## src/rtl/calc_pkg.sv

```systemverilog
// Shared types and constants for the calculator sequencer.
// Phase encoding, PIO tags, op codes and op classification helpers.
package calc_pkg;

  typedef enum logic [3:0] {
    PH_ENTER_A = 4'd0,
    PH_SEL_OP  = 4'd1,
    PH_ENTER_B = 4'd2,
    PH_BUSY    = 4'd3,
    PH_SHOW    = 4'd4,
    PH_ERR     = 4'd5
  } phase_e;

  localparam logic [2:0] TAG_CLR   = 3'b111;
  localparam logic [2:0] TAG_A     = 3'b001;
  localparam logic [2:0] TAG_OP    = 3'b010;
  localparam logic [2:0] TAG_UNARY = 3'b011;
  localparam logic [2:0] TAG_B     = 3'b100;
  localparam logic [2:0] TAG_CHAIN = 3'b101;

  localparam logic [9:0] OP_ADD  = 10'b0000000001;
  localparam logic [9:0] OP_SUB  = 10'b0000000010;
  localparam logic [9:0] OP_MUL  = 10'b0000000100;
  localparam logic [9:0] OP_DIV  = 10'b0000001000;
  localparam logic [9:0] OP_POW  = 10'b1000000010;
  localparam logic [9:0] OP_LOG2 = 10'b1000000001;
  localparam logic [9:0] OP_FACT = 10'b1000000100;
  localparam logic [9:0] OP_D2R  = 10'b1000001000;

  function automatic logic is_unary(input logic [9:0] op);
    return (op == OP_LOG2) || (op == OP_FACT) ||
           (op == OP_D2R);
  endfunction

  function automatic logic is_valid_op(input logic [9:0] op);
    return is_unary(op) ||
           (op == OP_ADD) || (op == OP_SUB) ||
           (op == OP_MUL) || (op == OP_DIV) ||
           (op == OP_POW);
  endfunction

endpackage

```

## src/rtl/bttn_conditioner.sv

```systemverilog
// Pushbutton conditioner: 2-flop sync, optional debounce, press pulse.
// Debounce is enabled by defining CALC_SEQ_DEBOUNCE_EN.
module bttn_conditioner #(
  parameter int DEBOUNCE_CYCLES = 500000
) (
  input  logic clk_i,
  input  logic rst_i,
  input  logic bttn_ni,
  output logic press_o
);

  logic s1_q;
  logic s2_q;

  // Synchronize the raw button; idle level is high.
  always_ff @(posedge clk_i or posedge rst_i) begin
    if (rst_i) begin
      s1_q <= 1'b1;
      s2_q <= 1'b1;
    end else begin
      s1_q <= bttn_ni;
      s2_q <= s1_q;
    end
  end

`ifdef CALC_SEQ_DEBOUNCE_EN
  localparam int CW = $clog2(DEBOUNCE_CYCLES + 1);
  localparam logic [CW-1:0] CMAX =
    CW'(DEBOUNCE_CYCLES - 1);

  logic          stable_q;
  logic [CW-1:0] cnt_q;
  logic          flip;

  assign flip    = (s2_q != stable_q) &&
                   (cnt_q == CMAX);
  assign press_o = flip && !s2_q;

  // Accept a new level only after an unbroken run of samples.
  always_ff @(posedge clk_i or posedge rst_i) begin
    if (rst_i) begin
      stable_q <= 1'b1;
      cnt_q    <= '0;
    end else if (s2_q == stable_q) begin
      cnt_q    <= '0;
    end else if (flip) begin
      stable_q <= s2_q;
      cnt_q    <= '0;
    end else begin
      cnt_q    <= cnt_q + 1'b1;
    end
  end
`else
  logic prev_q;

  assign press_o = prev_q && !s2_q;

  // Previous synchronized level for falling-edge detect.
  always_ff @(posedge clk_i or posedge rst_i) begin
    if (rst_i) prev_q <= 1'b1;
    else       prev_q <= s2_q;
  end
`endif

endmodule

```

## src/rtl/calc_sequencer.sv

```systemverilog
// Calculator sequencer FSM: operand capture, ALU launch, PIO tagging.
// Define CALC_SEQ_DEBOUNCE_EN to debounce the pushbuttons.
module calc_sequencer
  import calc_pkg::*;
#(
  parameter int DEBOUNCE_CYCLES = 500000,
  parameter int CALC_TIMEOUT    = 65535
) (
  input  logic        fifty_MHz,
  input  logic        reset,
  input  logic        bttn0,
  input  logic        bttn1,
  input  logic [9:0]  sw,
  input  logic [19:0] entry_val,
  input  logic        calc_done,
  input  logic [19:0] calc_result,
  output logic [19:0] op_a,
  output logic [19:0] op_b,
  output logic [9:0]  op_sel,
  output logic        calc_start,
  output logic [3:0]  phase,
  output logic        entry_clr,
  output logic [22:0] pio_word,
  output logic        pio_valid,
  output logic        err
);

  localparam int TW = $clog2(CALC_TIMEOUT + 1);
  localparam logic [TW-1:0] TLAST =
    TW'(CALC_TIMEOUT - 1);

  logic p0;
  logic p1;

  bttn_conditioner #(
    .DEBOUNCE_CYCLES(DEBOUNCE_CYCLES)
  ) u_b0 (
    .clk_i  (fifty_MHz),
    .rst_i  (reset),
    .bttn_ni(bttn0),
    .press_o(p0)
  );

  bttn_conditioner #(
    .DEBOUNCE_CYCLES(DEBOUNCE_CYCLES)
  ) u_b1 (
    .clk_i  (fifty_MHz),
    .rst_i  (reset),
    .bttn_ni(bttn1),
    .press_o(p1)
  );

  phase_e        state_q, state_d;
  logic [19:0]   op_a_q, op_a_d;
  logic [19:0]   op_b_q, op_b_d;
  logic [9:0]    op_sel_q, op_sel_d;
  logic [19:0]   res_q, res_d;
  logic [TW-1:0] tmo_q, tmo_d;
  logic          err_q, err_d;
  logic          start_q, start_d;
  logic          clr_q, clr_d;
  logic [22:0]   pw_q, pw_d;
  logic          pv_q, pv_d;

  // All state and registered outputs.
  always_ff @(posedge fifty_MHz or posedge reset) begin
    if (reset) begin
      state_q  <= PH_ENTER_A;
      op_a_q   <= '0;
      op_b_q   <= '0;
      op_sel_q <= '0;
      res_q    <= '0;
      tmo_q    <= '0;
      err_q    <= 1'b0;
      start_q  <= 1'b0;
      clr_q    <= 1'b0;
      pw_q     <= '0;
      pv_q     <= 1'b0;
    end else begin
      state_q  <= state_d;
      op_a_q   <= op_a_d;
      op_b_q   <= op_b_d;
      op_sel_q <= op_sel_d;
      res_q    <= res_d;
      tmo_q    <= tmo_d;
      err_q    <= err_d;
      start_q  <= start_d;
      clr_q    <= clr_d;
      pw_q     <= pw_d;
      pv_q     <= pv_d;
    end
  end

  // Next-state logic; clear (p0) overrides every state and p1.
  always_comb begin
    state_d  = state_q;
    op_a_d   = op_a_q;
    op_b_d   = op_b_q;
    op_sel_d = op_sel_q;
    res_d    = res_q;
    tmo_d    = tmo_q;
    err_d    = err_q;
    start_d  = 1'b0;
    clr_d    = 1'b0;
    pw_d     = pw_q;
    pv_d     = 1'b0;
    if (p0) begin
      state_d  = PH_ENTER_A;
      op_a_d   = '0;
      op_b_d   = '0;
      op_sel_d = '0;
      err_d    = 1'b0;
      clr_d    = 1'b1;
      pw_d     = {TAG_CLR, 20'd0};
      pv_d     = 1'b1;
    end else begin
      unique case (state_q)
        PH_ENTER_A: if (p1) begin
          op_a_d  = entry_val;
          pw_d    = {TAG_A, entry_val};
          pv_d    = 1'b1;
          clr_d   = 1'b1;
          state_d = PH_SEL_OP;
        end
        PH_SEL_OP: if (p1 && is_valid_op(sw)) begin
          op_sel_d = sw;
          pv_d     = 1'b1;
          if (is_unary(sw)) begin
            pw_d    = {TAG_UNARY, 10'd0, sw};
            start_d = 1'b1;
            tmo_d   = '0;
            state_d = PH_BUSY;
          end else begin
            pw_d    = {TAG_OP, 10'd0, sw};
            state_d = PH_ENTER_B;
          end
        end
        PH_ENTER_B: if (p1) begin
          op_b_d = entry_val;
          pw_d   = {TAG_B, entry_val};
          pv_d   = 1'b1;
          if (op_sel_q == OP_DIV &&
              entry_val == 20'd0) begin
            err_d   = 1'b1;
            state_d = PH_ERR;
          end else begin
            start_d = 1'b1;
            tmo_d   = '0;
            state_d = PH_BUSY;
          end
        end
        PH_BUSY: begin
          if (calc_done) begin
            res_d   = calc_result;
            state_d = PH_SHOW;
          end else if (tmo_q == TLAST) begin
            err_d   = 1'b1;
            state_d = PH_ERR;
          end else begin
            tmo_d = tmo_q + 1'b1;
          end
        end
        PH_SHOW: if (p1) begin
          op_a_d  = res_q;
          pw_d    = {TAG_CHAIN, 20'd0};
          pv_d    = 1'b1;
          state_d = PH_SEL_OP;
        end
        PH_ERR: ;
        default: state_d = PH_ENTER_A;
      endcase
    end
  end

  assign op_a       = op_a_q;
  assign op_b       = op_b_q;
  assign op_sel     = op_sel_q;
  assign calc_start = start_q;
  assign phase      = state_q;
  assign entry_clr  = clr_q;
  assign pio_word   = pw_q;
  assign pio_valid  = pv_q;
  assign err        = err_q;

endmodule

```

## config.mk

```make
export PLATFORM = sky130hd
export DESIGN_NAME = calc_sequencer
export DESIGN_NICKNAME = d
export VERILOG_FILES = /design/src/rtl/calc_pkg.sv /design/src/rtl/bttn_conditioner.sv /design/src/rtl/calc_sequencer.sv
export SDC_FILE = /design/constraint.sdc
export NUM_CORES = 1
export LEC_CHECK = 0
export CORE_ASPECT_RATIO = 0.9
export CORE_UTILIZATION = 50
export DETAILED_ROUTE_END_ITERATION = 8
export GPL_TIMING_DRIVEN = 0
export PLACE_DENSITY = 0.83
export SLEW_MARGIN = 20
export SYNTH_ARGS = -nofsm -noshare
export SYNTH_HDL_FRONTEND = slang
export SYNTH_SLANG_ARGS = --single-unit
```

## constraint.sdc

```tcl
create_clock -name fifty_MHz -period 6 [get_ports fifty_MHz]
set_input_delay 1.8 -clock fifty_MHz [delete_from_list [all_inputs] [get_ports fifty_MHz]]
set_output_delay 1.8 -clock fifty_MHz [all_outputs]
set_load 0.02 [all_outputs]
```

==> impl_metrics.py <==
metrics = {
    "worst_setup_path": {
        "cp_max_fo": 7,
        "worst_setup_path_end_kind": "register",
        "r2r_cells": 6,
        "critPathKind": "input pin to register",
        "rr_startpoint": "phase[1]",
        "reg2reg_slack_ns": 3.61,
        "reg2reg_to": "pio_word[8]",
        "critPathArrivalTime_ns": 4.30,
        "startpoint_type": "input pin",
        "crit_required_ns": 6.35,
    },
    "global_route": {
        "grt_pass1_wl_um": 26300,
        "grt_usage_pct": 30.4,
        "antenna_found_initial": 0,
        "grt_overflow": 0,
        "grt_max_degree": 68,
        "grt_pass1_vias": 5052,
    },
    "timing": {
        "slew_violations": 0,
        "finalSetupViolations": 0,
        "tightest_slew_ns": 0.730,
        "grt_setup_unrepaired": "false",
        "maxSlewHeadroom_pct": 51.0,
        "finalCriticalPeriod_ns": 3.95,
        "finalHoldViolCount": 0,
        "fin_skew_ns": 0.00814,
        "period_share_pct": 65.8,
        "setup_ws_ns": 2.05,
        "timing.fmax_mhz": 253,
    },
    "power_and_ir_drop": {
        "switching_share_pct": 33.9,
        "p_comb_share_pct": 32.1,
        "p_int_mw": 2.19,
        "leakage_nw": 3.15,
        "clockPowerShare_pct": 32.6,
        "ir_drop_v": 0.000317,
        "power_density_nw_per_um2": 432,
        "p_sw_mw": 1.12,
        "seqPwrFrac_pct": 35.3,
    },
    "route": {
        "wl_per_cell_um": 20.1,
        "dr.first_iter.drc_count": 419,
        "drcViolationCount": 0,
        "via_per_inst": 6.17,
        "antenna_left": 0,
        "routed_wl_um": 16900,
        "vias": 5194,
        "dr.pass1.iters": 5,
    },
    "hold_path": {
        "holdPathEnd": "u_b1.s2_q",
        "hp-class": "register to register",
        "min_path_cells": 0,
        "hp-start": "u_b1.s1_q",
    },
    "synth": {
        "ys_seq_area_share_pct": 55.4,
        "synth_edf_count": 0,
        "synthArstFlopShare_pct": 100,
        "ys_types": 57,
        "synth-seq-cells": 122,
        "synth.net_count": 602,
        "yosys_most_used_dff": "dfrtp_1",
        "synth_area_um2": 5530,
        "yosys_warnings": 0,
        "syn_inst": 545,
        "syn_avg_cell_area_um2": 10.1,
    },
    "clock_tree": {
        "post_cts_resized": 0,
        "cts_buffers": 17,
        "path_clk_slew_ns": 0.05,
        "htree_levels": 4,
        "holdBufCountCts": 0,
        "postCtsSetupBuffers": 0,
        "cts_tree": "yes",
        "cts-root-buf": "clkbuf_16",
        "clkSinkCount": 122,
        "clk_latency_ns": 0.41,
        "clockBufferDepth": 2,
    },
    "final_layout": {
        "layout.nets": 755,
        "syn_to_final_growth_pct": 38.9,
        "drive_above_1_share_pct": 10.7,
        "fin_cells": 842,
        "final_cell_mix": "clkdlybuf4s50_1, dfrtp_1, nand2_1, a21oi_1",
        "layout_commonest_cell": "clkdlybuf4s50_1",
        "final_util_pct": 71.0,
        "num_antenna_cells": 0,
    },
    "run": {
        "maxCapViolCount": 0,
    },
    "floorplanning": {
        "core_area_um2": 10800,
        "die_area_um2": 11500,
        "die_w_um": 113,
        "fp-row-count": 36,
        "die_y_um": 102,
        "start_util_pct": 51.1,
        "io_pins": 136,
    },
    "placement": {
        "dpl.cell_count": 812,
        "place_congestion": 0.950,
        "pre_cts_slack_ns": 1.77,
        "place_hpwl_um": 11700,
        "port_buffers": 133,
    },
    "outcome": {
        "outcome": "finished clean",
    },
}
-- sequential cells by signal, indices dropped and copies added (netlist names), 3 cells and up --
name      cells
op_a         20
op_b         20
op_sel       10
phase         3
pio_word     23
res_q        20
tmo_q        16
-- Yosys cell counts (all sizes together) (2+ instances only) --
cell type | count | area (µm²)
or4 | 7 | 52.6
a22o | 7 | 61.3
and2b | 2 | 15.0
a211oi | 2 | 20.0
and4 | 4 | 35.0
nor2b | 3 | 18.8
mux2i | 3 | 30.0
nor4 | 8 | 56.3
a21oi | 65 | 325
buf | 14 | 73.8
nand4 | 6 | 37.5
o221ai | 20 | 175
nor4b | 3 | 26.3
dfrtp | 116 | 2900
o41ai | 5 | 43.8
clkbuf | 23 | 86.3
dfstp | 6 | 158
and2 | 8 | 50.1
nand2 | 75 | 282
o31ai | 5 | 37.5
ha | 2 | 25.0
nand2b | 6 | 37.5
o211ai | 2 | 15.0
mux2 | 20 | 225
inv | 19 | 71.3
o21ai | 25 | 129
nor2 | 22 | 82.6
o21a | 2 | 15.0
a22oi | 8 | 60.1
nor3 | 9 | 50.1
or3 | 7 | 43.8
or4b | 3 | 30.0
nand3 | 23 | 125
-- layer usage --
layer	track usage (%)	up-vias	share of wire, %
met5	0	-	0
met4	12.2	0	2.5
met3	8.38	40	8.5
met2	48.6	279	48
met1	39.6	2592	41
li1	-	2283	-
-- critical path: stages --
cell	delay, ns
clkdlybuf4s50_1	0.52
nor4_1	0.49
and4_1	0.32
nand3_1	0.13
nand3_1	0.31
inv_1	0.13
or4_1	0.50
nand2_1	0.09
-- logic make-up after synthesis --
logic type,synth area share (%)
muxes,4.62
buffers and inverters,4.19
DFF,55.4
other,0.0679
and+or+nand+nor,17.8
adders and majority gates,0.453
AOI/OAI and AO/OA,17.2
xor gates and xnor gates,0.317
-- worst max-delay path by stage --
stage                  from          end  slack [ns]  depth (start not counted)
2_1_floorplan         reset   calc_start        0.97                          1
5_1_grt        entry_val[8]     tmo_q[3]        2.06                          8
3_5_place_dp          sw[2]  pio_word[8]        1.77                          7
3_3_place_gp          reset     op_a[15]       -0.58                          2
6_report       entry_val[8]     tmo_q[3]        2.05                          8
4_1_cts        entry_val[8]     tmo_q[3]        2.18                          8
-- stage by stage --
step / TNS, ns / hold WS, ns / total power [mW] / instance area, µm²
after CTS: 0 / 0.357 / 3.31 / 7680
final: 0 / 0.356 / 3.32 / 7680
after global placement: -66.98 / 0.346 / 2.17 / 7020
after floorplan: 0 / 0.345 / 1.73 / 5530
after detailed placement: 0 / 0.348 / 2.22 / 7060
after global routing: 0 / 0.360 / 3.45 / 7680
-- power groups by stage --
| stage | Sequential (mW) | Combinational (mW) | Clock [mW] |
|---|---|---|---|
| global route | 1.19 | 1.14 | 1.13 |
| floorplan | 1.32 | 0.409 | 0 |
| finish | 1.17 | 1.06 | 1.08 |
| CTS | 1.17 | 1.06 | 1.09 |
| global placement | 1.16 | 1.01 | 0 |
| detailed placement | 1.17 | 1.04 | 0 |
-- final cells by class --
cell class	instances	area, µm²
plain buffers	37	160
clock buffers	17	425
clock inverters	13	195
fillers	789	3130
inverters	19	76.3
multi-input cells	367	2230
flip-flops and latches	122	3060
well taps	133	166
repair buffers	134	1360
No activity file was read; power rests on OpenSTA's default activity.
==> RTL change 1 (same flow settings) <==
The option `CALC_SEQ_DEBOUNCE_EN` is turned on by a define.
--- a/src/rtl/bttn_conditioner.sv
+++ b/src/rtl/bttn_conditioner.sv
@@ -2,2 +2,4 @@
 // Debounce is enabled by defining CALC_SEQ_DEBOUNCE_EN.
+`define CALC_SEQ_DEBOUNCE_EN
+
 module bttn_conditioner #(
Check against the original RTL: not equivalent (Yosys sat finds a counterexample within 4 cycles, from zero or initial values and one cycle with reset high).
==> RTL change 1 against the unedited design <==
Sequential power is 7% lower; via count grew 26%; cell area up 29%; fmax is 5.1% lower; power decreased by 29%; worst setup slack got worse by 0.21 ns; wire length rose by 21%; sequential cell count is 38 higher; critical path depth grew 1; non-clock buffer count is 4 higher; synthesized area up 37%; critical endpoint is now tmo_q[15].
==> RTL change 1: results (changes against the unedited design) <==
- Final RePlAce weighted congestion: 0.895 (was 0.950)
- Max FO, Critical Path: 10 (was 7)
- GRT Util Overall: 27.5% (was 30.4%)
- Drt total wl: 20.5 mm (was 16.9 mm)
- Share of cells above drive strength 1: 8.64% (was 10.7%)
- Yosys warns: 0 (unchanged)
- Initial antenna violation count: 0 (unchanged)
- Critical path arrival: 4.51 ns (was 4.30 ns)
- Largest net degree at the start of global routing: 35 (was 68)
- Top_reg_cell synth: dfrtp_1 (unchanged)
- Clock Pin Slew Worst Setup and Hold Paths: 0.06 ns
- R2R setup slack: 2.98 ns (was 3.61 ns)
- Max reg flops: 23 (unchanged)
- RR Endpoint: res_q[0] (was pio_word[8])
- Async SR Flop Fraction: 100% (unchanged)
- Post-cts repair resize count: 0 (unchanged)
- Mapped Nets: 815 (was 602)
- Buffers on Ports: 134 (was 133)
- Initial DRC count: 589 (was 419)
- CP Capture Point: tmo_q[15] (was tmo_q[3])
- Seq/Total Area, Yosys: 53.0% (was 55.4%)
- Crit-path max cell delay: 0.52 ns (about the same)
- Clock Skew: 0.00859 ns (was 0.00814 ns)
- Root Buffer: clkbuf_16 (unchanged)
- Slew headroom: 46.9% (was 51.0%)
- Commonest cells in the netlist: dfrtp_1, nand2_1, nor2_1 (was dfrtp_1, nand2_1, a21oi_1)
- Drt first pass iters: 6 (was 5)
- CP top delay family: buffers and inverters (was simple AND/OR/NAND/NOR gates)
- HPWL after DPL: 14.8 mm (was 11.7 mm)
- Outcome: complete, no violations (unchanged)
- Num CTS Buffers: 17 (unchanged)
- Area of placed instances: 9240 um2 (was 7060 um2)
- CP startpoint: entry_val[17] (was entry_val[8])
- Pleak: 4.21 nW (was 3.15 nW)
- Hold EP: u_b1.s2_q (unchanged)
- CP max stage cell: clkdlybuf4s50_1 (unchanged)
- Count of cell types in the netlist: 57 (unchanged)
- R2R Path Start: u_b0.cnt_q[0] (was phase[1])
- Diode count: 0 (unchanged)
- Worst reg-to-reg path cell count: 7 (was 6)
- Worst-Skew Late Latency: 0.43 ns (was 0.41 ns)
- Top post-synthesis cells by area: dfrtp_1, nand2_1, nor2_1 (was dfrtp_1, a21oi_1, nand2_1)
- Hold path startpoint: u_b1.s1_q (unchanged)
- Vias in the first global route: 6348 (was 5052)
- Worst hold path depth: 0 (unchanged)
- Layout Nets: 972 (was 755)
- First-pass GRT wire length: 33.3 mm (was 26.3 mm)
- Number of vias per cell: 5.80 (was 6.17)
- Clk buf depth: 2 (unchanged)
- Post-CTS setup buffers: 0 (unchanged)
- H-tree depth: 4 (unchanged)
- Worst Hold Class: reg -> reg (unchanged)
- Max VDD drop: 266 uV (was 317 uV)
RTL change 1: cell count changes after synthesis, moves of 22 or more:
| cell | delta |
|---|---|
| nor2_1 | +63 |
| dfrtp_1 | +38 |
| a21oi_1 | -48 |
| mux2i_1 | +22 |
| o31ai_1 | +24 |
| nand2_1 | +38 |
RTL change 1: cells by family (layout without fill, tap and decap cells):
group           Yosys count  after routing  synth area share [%]
simple gates            337            337                  21.9
xor+xnor                 38             38                  4.40
mux                      47             47                  6.58
other cells               1              1                0.0496
compound gates          123            123                  11.0
fa+ha+maj                 4              4                 0.662
buf+inv                  46            216                  2.37
flops                   160            160                  53.0
RTL change 1: layer usage:
metal / vias to the layer above / track usage (%) / wire length [um]
li1: 3021 / - / -
met1: 3199 / 36.9 / 8950
met2: 248 / 42.3 / 9590
met3: 54 / 6.31 / 1300
met4: 0 / 13.1 / 701
met5: - / 0 / 0
RTL change 1: area by class of cell:
type                       count  area, um2
buffer                        37        145
clock buffer                  19        453
clock inverter                13        185
fill                        1099       4890
inverter                       9       37.5
multi-input combinational    550       3380
sequential                   160       4010
tap                          198        248
timing repair buffer         138       1420
RTL change 1: through the flow:
step | worst slack, ns | instances | util, % | hold WS, ns
global route | 1.61 | 1124 | 66.9 | 0.357
CTS | 1.79 | 1124 | 66.9 | 0.353
floorplan | 2.18 | 756 | - | 0.345
detailed placement | 1.39 | 1092 | 62.5 | 0.347
global placement | 0.865 | 1088 | 62.0 | 0.347
finish | 1.84 | 1124 | 66.9 | 0.352
RTL change 1: where the power goes:
part | switching (W) | leakage [nW] | internal (W)
clock network | 0.000444 | 0.309 | 0.000719
logic | 0.0000582 | 1.91 | 0.0000474
registers | 0.00000476 | 1.99 | 0.00108
==> RTL change 2 (config.mk and constraints unchanged) <==
Made on the original files. Put one more register stage on the output `op_b`. The value now appears one clock later. The other outputs are not delayed to match.
--- a/src/rtl/calc_sequencer.sv
+++ b/src/rtl/calc_sequencer.sv
@@ -175,3 +175,5 @@
   assign op_a       = op_a_q;
-  assign op_b       = op_b_q;
+  always_ff @(posedge fifty_MHz) begin
+    op_b <= op_b_q;
+  end
   assign op_sel     = op_sel_q;
Formal check against the unedited RTL: same outputs for any inputs over 4 cycles, from zero or initial values and one cycle with reset high; that may be too few to reach the edited logic, so the function may still have changed.
==> RTL change 2 against the unedited design <==
Clock skew up 0.0033 ns; power is 5.6% higher; synthesized area is 8.7% higher; sequential cell count grew 20; sequential share of layout area grew 2.5 points; fmax decreased by 2.2%; wire length is 0.53% higher; worst setup slack lost 0.090 ns; cell area grew 6.4%; synthesized cell count up 1.8%; combinational power increased by 7%; critical path depth is 1 higher; first-iteration DRC count rose by 19%; non-clock buffer count shrank 4; largest cell class unchanged; highest routed layer unchanged.
==> RTL change 2: results (changes against the unedited design) <==
- Outcome: complete, no violations (unchanged)
- Commonest cells in the netlist: dfrtp_1, nand2_1, a21oi_1 (unchanged)
- Clock Skew: 0.0115 ns (was 0.00814 ns)
- Critical path arrival: 4.38 ns (was 4.30 ns)
- Vias in the first global route: 5150 (was 5052)
- Mapped Nets: 612 (was 602)
- Synth Instances: 555 (was 545)
- Pleak: 3.36 nW (was 3.15 nW)
- HPWL after DPL: 11.9 mm (was 11.7 mm)
- Initial DRC count: 498 (was 419)
- Count of cell types in the netlist: 56 (was 57)
- Max FO, Critical Path: 10 (was 7)
- Root Buffer: clkbuf_16 (unchanged)
- Seq/Total Area, Yosys: 57.6% (was 55.4%)
- Async SR Flop Fraction: 85.9% (was 100%)
- Final RePlAce weighted congestion: 0.891 (was 0.950)
- GRT Util Overall: 28.6% (was 30.4%)
- Largest net degree at the start of global routing: 78 (was 68)
- Placed Instances: 845 (was 812)
- Max VDD drop: 278 uV (was 317 uV)
- DR vias: 5123 (was 5194)
- Setup slack at placement: 1.61 ns (was 1.77 ns)
- Top post-synthesis cells by area: dfrtp_1, dfxtp_1, nand2_1 (was dfrtp_1, a21oi_1, nand2_1)
- Top_reg_cell synth: dfrtp_1 (unchanged)
- Diode count: 0 (unchanged)
- Layout Nets: 765 (was 755)
- First-pass GRT wire length: 27.0 mm (was 26.3 mm)
- Number of vias per cell: 5.84 (was 6.17)
- Share of cells above drive strength 1: 10.5% (was 10.7%)
## RTL change 2: path summary, 6_finish.rpt
path                            from           end  slack (ns)  cells after the start
max                            sw[2]  pio_word[19]        1.96                      9
min                        u_b0.s1_q     u_b0.s2_q        0.37                      0
max reg2reg                 phase[1]      tmo_q[7]        3.54                      9
min reg2reg                u_b0.s1_q     u_b0.s2_q        0.37                      0
max in group asynchronous      reset     op_sel[0]        3.52                      3
min in group asynchronous      reset      tmo_q[1]        1.77                      2
## RTL change 2: per-layer routing
| layer | GRT usage (%) | up-vias | routed length (um) |
|---|---|---|---|
| met1 | 37.7 | 2553 | 7500 |
| met4 | 12.5 | 0 | 420 |
| met2 | 44.8 | 225 | 7970 |
| met3 | 7.35 | 32 | 1110 |
| li1 | - | 2313 | - |
| met5 | 0 | - | 0 |
## RTL change 2: kinds of logic (layout without fill, tap and decap cells)
| group | count (synthesis) | count (layout) | synth area share (%) |
|---|---|---|---|
| simple gates | 173 | 173 | 14.6 |
| flops | 142 | 142 | 57.6 |
| mux | 42 | 42 | 7.44 |
| compound gates | 149 | 149 | 16.3 |
| fa+ha+maj | 2 | 2 | 0.417 |
| buf+inv | 42 | 208 | 2.96 |
| other cells | 1 | 1 | 0.0625 |
| xor+xnor | 4 | 4 | 0.584 |
## RTL change 2: critical path, cell delays in order
cell and delay (ns):
clkdlybuf4s50_1 0.60, nor4b_2 0.27, a211oi_2 0.46, o31a_1 0.20
o31a_1 0.11, clkbuf_1 0.30, clkbuf_1 0.41, nand2_1 0.12
o21ai_1 0.10
## RTL change 2: power by group
group          internal [W]  switching [W]
clock              0.000674       0.000395
sequential          0.00118       0.000130
combinational      0.000500       0.000627
## RTL change 2: per-stage QoR
step / hold slack (ns) / area, um2 / setup TNS [ns] / util, %
3_3_place_gp: 0.348 / 7530 / -60.43 / 65.1
5_1_grt: 0.370 / 8160 / 0 / 70.5
4_1_cts: 0.368 / 8160 / 0 / 70.5
6_report: 0.369 / 8160 / 0 / 70.5
2_1_floorplan: 0.345 / 6000 / 0 / -
3_5_place_dp: 0.353 / 7560 / 0 / 65.4
## RTL change 2: area by class of cell
cell class,count,area (um2)
Sequential cell,142,3460
Fill cell,861,3410
Multi-Input combinational cell,371,2370
Timing Repair Buffer,134,1360
Clock buffer,22,464
Tap cell,156,195
Buffer,33,144
Clock inverter,10,136
Inverter,9,38.8
